$ cat src/rtl/operand_fwd_unit.sv
// EX operand builder: forwards A/B from EX/MEM/WB slots, stalls ID on load-use.
// Optional statistics counters are enabled by defining FWD_STATS_EN.
module operand_fwd_unit #(
    parameter int DATAWIDTH = 32,
    parameter int REGADDR   = 5
) (
    input  logic                 clk,
    input  logic                 rst_n,
    input  logic                 freeze,
    input  logic                 id_valid,
    input  logic [REGADDR-1:0]   id_rs1,
    input  logic [REGADDR-1:0]   id_rs2,
    input  logic [DATAWIDTH-1:0] id_rdata1,
    input  logic [DATAWIDTH-1:0] id_rdata2,
    input  logic [DATAWIDTH-1:0] id_pc,
    input  logic [DATAWIDTH-1:0] id_imm,
    input  logic                 id_asel,
    input  logic                 id_bsel,
    input  logic [REGADDR-1:0]   id_rd,
    input  logic                 id_we,
    input  logic                 id_is_load,
    input  logic [DATAWIDTH-1:0] ex_alu_data,
    input  logic [DATAWIDTH-1:0] mem_data,
    input  logic [DATAWIDTH-1:0] wb_data,
    output logic                 stall_id,
    output logic                 ex_valid,
    output logic [DATAWIDTH-1:0] ex_opa,
    output logic [DATAWIDTH-1:0] ex_opb,
    output logic [1:0]           fwd_sel_a,
    output logic [1:0]           fwd_sel_b,
    output logic [31:0]          stat_stall,
    output logic [31:0]          stat_fwd
);

    typedef struct packed {
        logic               valid;
        logic [REGADDR-1:0] rd;
        logic               we;
    } slot_t;

    typedef enum logic {RUN, LDSTALL} state_t;

    // Only the EX slot needs is_load: a load leaving EX is forwardable.
    slot_t  ex_s, mem_s, wb_s;
    logic   ex_is_load;
    state_t state, state_nx;

    logic [DATAWIDTH-1:0] opa_d, opb_d;
    logic [1:0]           sel_a_d, sel_b_d;
    logic                 hazard, issue, in_ldstall;

    function automatic logic hit(input slot_t s, input logic [REGADDR-1:0] rs);
        return s.valid && s.we && (s.rd != '0) && (s.rd == rs);
    endfunction

    // Operand A source select, youngest producer first
    always_comb begin
        sel_a_d = 2'b00;
        opa_d   = id_rdata1;
        priority case (1'b1)
            id_asel:           begin sel_a_d = 2'b00; opa_d = id_pc;       end
            hit(ex_s, id_rs1): begin sel_a_d = 2'b11; opa_d = ex_alu_data; end
            hit(mem_s, id_rs1):begin sel_a_d = 2'b10; opa_d = mem_data;    end
            hit(wb_s, id_rs1): begin sel_a_d = 2'b01; opa_d = wb_data;     end
            default:           begin sel_a_d = 2'b00; opa_d = id_rdata1;   end
        endcase
    end

    // Operand B source select, same priority
    always_comb begin
        sel_b_d = 2'b00;
        opb_d   = id_rdata2;
        priority case (1'b1)
            id_bsel:           begin sel_b_d = 2'b00; opb_d = id_imm;      end
            hit(ex_s, id_rs2): begin sel_b_d = 2'b11; opb_d = ex_alu_data; end
            hit(mem_s, id_rs2):begin sel_b_d = 2'b10; opb_d = mem_data;    end
            hit(wb_s, id_rs2): begin sel_b_d = 2'b01; opb_d = wb_data;     end
            default:           begin sel_b_d = 2'b00; opb_d = id_rdata2;   end
        endcase
    end

    assign hazard = id_valid && ex_is_load &&
                    ((!id_asel && hit(ex_s, id_rs1)) ||
                     (!id_bsel && hit(ex_s, id_rs2)));

    // FSM state register
    always_ff @(posedge clk or negedge rst_n) begin
        if (!rst_n) state <= RUN;
        else        state <= state_nx;
    end

    // FSM next state: one bubble cycle per load-use hazard
    always_comb begin
        state_nx = state;
        unique case (state)
            RUN:     if (stall_id) state_nx = LDSTALL;
            LDSTALL: if (!freeze)  state_nx = RUN;
            default: state_nx = RUN;
        endcase
    end

    // FSM outputs
    always_comb begin
        stall_id   = hazard && !freeze && (state == RUN);
        in_ldstall = (state == LDSTALL) && !freeze;
    end

    assign issue    = id_valid && !stall_id;
    assign ex_valid = ex_s.valid;

    // Slot pipeline and registered operands; freeze holds everything
    always_ff @(posedge clk or negedge rst_n) begin
        if (!rst_n) begin
            ex_s       <= '0;
            mem_s      <= '0;
            wb_s       <= '0;
            ex_is_load <= 1'b0;
            ex_opa     <= '0;
            ex_opb     <= '0;
            fwd_sel_a  <= 2'b00;
            fwd_sel_b  <= 2'b00;
        end else if (!freeze) begin
            wb_s  <= mem_s;
            mem_s <= ex_s;
            if (issue) begin
                ex_s       <= '{valid: 1'b1, rd: id_rd, we: id_we};
                ex_is_load <= id_is_load;
                ex_opa     <= opa_d;
                ex_opb     <= opb_d;
                fwd_sel_a  <= sel_a_d;
                fwd_sel_b  <= sel_b_d;
            end else begin
                ex_s       <= '0;
                ex_is_load <= 1'b0;
                ex_opa     <= '0;
                ex_opb     <= '0;
                fwd_sel_a  <= 2'b00;
                fwd_sel_b  <= 2'b00;
            end
        end
    end

`ifdef FWD_STATS_EN
    logic fwd_evt;
    assign fwd_evt = issue && ((sel_a_d != 2'b00) || (sel_b_d != 2'b00));

    // Saturating stall and forward event counters
    always_ff @(posedge clk or negedge rst_n) begin
        if (!rst_n) begin
            stat_stall <= '0;
            stat_fwd   <= '0;
        end else if (!freeze) begin
            if (in_ldstall && (stat_stall != 32'hFFFF_FFFF))
                stat_stall <= stat_stall + 32'd1;
            if (fwd_evt && (stat_fwd != 32'hFFFF_FFFF))
                stat_fwd <= stat_fwd + 32'd1;
        end
    end
`else
    logic unused_ldstall;
    assign unused_ldstall = in_ldstall;
    assign stat_stall     = '0;
    assign stat_fwd       = '0;
`endif

endmodule
$ cat config.mk
export PLATFORM = sky130hd
export DESIGN_NAME = operand_fwd_unit
export DESIGN_NICKNAME = d
export VERILOG_FILES = /design/src/rtl/operand_fwd_unit.sv
export SDC_FILE = /design/constraint.sdc
export NUM_CORES = 1
export LEC_CHECK = 0
export ABC_AREA = 0
export CELL_PAD_IN_SITES_DETAIL_PLACEMENT = 1
export CELL_PAD_IN_SITES_GLOBAL_PLACEMENT = 2
export CORE_ASPECT_RATIO = 0.8
export CORE_MARGIN = 5
export CORE_UTILIZATION = 23
export CTS_CLUSTER_SIZE = 16
export DETAILED_ROUTE_END_ITERATION = 10
export PLACE_DENSITY_LB_ADDON = 0.1
export SYNTH_ARGS = -nofsm -noshare
export SYNTH_HDL_FRONTEND = slang
export SYNTH_SLANG_ARGS = --single-unit
$ cat constraint.sdc
create_clock -name clk -period 6.42 [get_ports clk]
set_input_delay 0.642 -clock clk [delete_from_list [all_inputs] [get_ports clk]]
set_output_delay 0.642 -clock clk [all_outputs]
set_load 0.01 [all_outputs]
== Word-level counts from Yosys, hierarchy flattened ==
Index checks and enable logic that the tools add are counted.
Cells by class
  add/sub/neg operators: 0
  multipliers: 0
  div/mod/pow operators: 0
  $lt $le $gt $ge: 0
  equality and inequality tests: 6
  shift operators: 0
  multiplexer cells: 25
  bitwise operators: 1
  reduce and logical (&&, ||, !) cells: 27
Operator list (number)
  2-to-1 mux 32 bit: 10
  == test 5 bit: 6
  logical AND 1 bit: 19
  2-to-1 mux 2 bit: 8
  nonzero test 5 bit: 3
  2-to-1 mux 7 bit: 1
  2-to-1 mux 1 bit: 5
  zero test 1 bit: 4
  one-hot mux 1 bit (2 select lines): 1
  logical OR 1 bit: 1
  inverter 1 bit: 1
Word-level totals
  bits in registers: 91
  latch bits: 0
  RAM bits: 0
  memory bits (read-only): 0
  bits of input ports: 247
  output and inout port bits: 134
  logic and storage cells: 74
  memories: 0

== Depth between registers and ports, before layout ==
  depth in word-level cells: 11
  mapped depth: 9

== Worst setup path before layout ==
No wires, ideal clock.
  kind: input to output
  from: input port id_rs2[0]
  to: output port stall_id
  arrival time: 1.924 ns
  data required time: 5.778 ns
  setup slack: 3.854 ns
  stages on the path: 5
  path buffers: 0
  cell sequence: xnor2_1 -> nand4_1 -> nor3b_1 -> a32o_1 -> and3_1
Between the ends
  longest elaborated chain between the ends: 7
Ends and longest elaborated chain
  start: declaration: line 12  | input logic [REGADDR-1:0] id_rs2,
  == test 5 bit: line 53  | return s.valid && s.we && (s.rd != '0) && (s.rd == rs);
  logical AND 1 bit: line 53
  logical AND 1 bit: line 84  | (!id_bsel && hit(ex_s, id_rs2)));
  logical OR 1 bit: line 83  | ((!id_asel && hit(ex_s, id_rs1)) ||
  logical AND 1 bit: line 82  | assign hazard = id_valid && ex_is_load &&
  logical AND 1 bit (2 in series): line 104  | stall_id = hazard && !freeze && (state == RUN);
  end: declaration: line 25  | output logic stall_id,
No other way between the ends.

== Worst setup path in the final report ==
  from: input port id_rs2[2]
  to: output port stall_id
Same word-level chain as after synthesis.

==> flow_summary.toml <==
[status]
outcome = "finished, final reports clean"

[drt]
vias_per_cell = 5.05
antenna_left = 0
finalWirelength_um = 39500
vias = 7473
drc_errors = 0
drt_first_pass_iters = 5
wl_per_cell_um = 26.7
drtIter0Drc = 491

[clocking]
cts_root_buf = "clkbuf_16"
cts_tree = "done"
cts_max_path_buffers = 2
cts.clk_slew.worst_paths_ns = 0.07
cts_hold_buffers = 0
worstSkewPairLatency_ns = 0.36
cts_setup_buffers = 0
clkSinkCount = 91
htreeDepth = 3
numCtsBuffers = 9
post_cts_resized = 0

[synthesis]
synth_area_leader_cell = "dfrtp_1"
synth_warnings = 0
syn_area_sq_mm = 0.00700
yosys.area.top_type_share = 0.325
synth.distinct_cells = 44
ys.flop_type = "dfrtp_1"
synth_area_leaders = "dfrtp_1, buf_4, a221oi_1, nor2_1, o31ai_1"
synth_cells = 794
synthArstFlopShare = 1.00
ys_seq_area_frac = 0.325
synth-seq-cells = 91
avgSynthCellArea_sq_um = 8.82
synth-edff-count = 0

[cells_and_area]
fin_util = 0.351
fin_cells = 1481
drive_gt1_frac = 0.124
final_nets = 1306
multi_input_area_sq_mm = 0.00422
layout_common_cells = "clkdlybuf4s50_1, nor2_1, dfrtp_1"
syn_to_final_growth_pct = 51.4
register_area_sq_mm = 0.00228
final_common_cell = "clkdlybuf4s50_1"
nFillCells = 3528

[setup_path]
worstPathRequired_ns = 5.78
cp-start-kind = "primary input"
crit_fanout = 36
cp-end-kind = "primary output"
worstPathArrival_ns = 3.28
crit_type = "in -> out"

[place]
placedCellCount = 1461
pre_cts_ws_ns = 2.24
dp_hpwl_um = 27500
gp_congestion = 0.813
io_buffers = 316

[timing]
final.period_utilization = 0.611
setup_viol = 0
hold_viol_final = 0
rsz0062_at_grt = "false"
slew_headroom = 0.190
clock_skew_ns = 0.00882
worst_slack_ns = 2.50
drv_slew = 0
fmax_ghz = 0.255
fin_tns_setup_ns = 0
tightest_slew_ns = 1.21
finalCriticalPeriod_ns = 3.92

[die]
core_region_area_sq_mm = 0.0302
initial_core_util = 0.232
rows = 57
io_pins = 381
die_w_um = 205
die_h_um = 166
die-area_sq_mm = 0.0341

[grt]
grt_start_max_net_pins = 67
grt_pass1_wl_um = 57100
grt_usage = 0.224
grt-ovfl-total = 0
first_global_vias = 7877
antenna_found_initial = 7

[power_and_ir_drop]
leakage_nw = 4.25
ir_worst_vdd_mv = 0.115
power_density_mw_per_mm2 = 173

[worst_hold_path]
hold_class = "in -> async"

[flow_run]
maxCapViolCount = 0
==> cell families (layout without fill, tap and decap cells) <==
family | after synthesis | in the layout | share of synthesized area
DFF | 91 | 91 | 0.325
buffers and inverters | 143 | 350 | 0.117
muxes | 46 | 46 | 0.0740
xor gates and xnor gates | 27 | 27 | 0.0338
other | 1 | 68 | 0.000535
AOI/OAI and AO/OA | 215 | 215 | 0.272
and+or+nand+nor | 271 | 271 | 0.177
==> sequential cells by signal, indices dropped and copies added, names as in the netlist, 2 cells and up <==
| signal | count |
|---|---|
| fwd_sel_b | 2 |
| mem_s | 7 |
| wb_s | 7 |
| ex_opb | 32 |
| ex_s | 6 |
| fwd_sel_a | 2 |
| ex_opa | 32 |
==> report_power, final <==
part | switching [mW] | total, mW | internal, mW | leakage, nW
Clock | 0.261 | 0.575 | 0.313 | 0.139
Combinational | 0.284 | 0.589 | 0.305 | 2.93
Sequential | 0.0483 | 0.674 | 0.626 | 1.18
==> final timing paths <==
path                           start            to  slack [ns]  cells after the start
max                        id_rs2[2]      stall_id        2.50                      8
max in group asynchronous      rst_n    ex_opb[26]        4.90                      2
min reg2reg                ex_opb[4]     ex_opb[4]        0.48                      2
min                            rst_n  fwd_sel_b[0]        0.38                      1
min in group clk           ex_opb[4]     ex_opb[4]        0.48                      2
max reg2reg                  wb_s[1]    ex_opb[28]        2.99                      6
==> area by class of cell <==
type / count / share of cell area
multi-input cells: 623 / 0.398
flip-flops and latches: 91 / 0.215
diodes: 4 / 0.000944
clock inverters: 4 / 0.00472
clock buffers: 12 / 0.0232
inverters: 2 / 0.000708
well taps: 413 / 0.0487
repair buffers: 332 / 0.309
==> stage by stage <==
stage	hold WS, ns	total power, mW	instance area, sq um
2_1_floorplan	0.346	0.936	7240
6_report	0.383	1.84	10600
3_3_place_gp	0.469	1.27	10300
5_1_grt	0.432	1.92	10600
3_5_place_dp	0.472	1.27	10300
4_1_cts	0.421	1.86	10600
==> synth_stat cells (all sizes together) (2+ instances only) <==
| cell type | number |
|---|---|
| mux2 | 46 |
| dfrtp | 91 |
| a21oi | 3 |
| or4 | 5 |
| nor3 | 4 |
| nor2 | 104 |
| buf | 74 |
| and3 | 20 |
| xnor2 | 19 |
| a221oi | 51 |
| o31ai | 67 |
| a211oi | 13 |
| a31o | 32 |
| nand3 | 35 |
| or2 | 2 |
| o211ai | 2 |
| xor2 | 8 |
| and4 | 13 |
| nand2 | 76 |
| and2 | 4 |
| nand4 | 3 |
| a22o | 8 |
| clkbuf | 67 |
| a32o | 2 |
| o21ai | 2 |
| nor2b | 3 |
| o311a | 32 |
==> worst max-delay path, stage by stage <==
cell and delay [ns]:
clkdlybuf4s50_1 0.55, xnor2_1 0.15, nand4_1 0.20, nor3b_2 0.19
buf_4 0.51, a32o_1 0.29, and3_1 0.19, clkdlybuf4s50_1 0.54
==> per-layer routing <==
layer | share of wire | GRT usage
met1 | 0.46 | 0.317
met2 | 0.45 | 0.343
met3 | 0.078 | 0.0635
met4 | 0.011 | 0.0416
met5 | 0.0013 | 0
No activity file was read; power rests on OpenSTA's default activity.
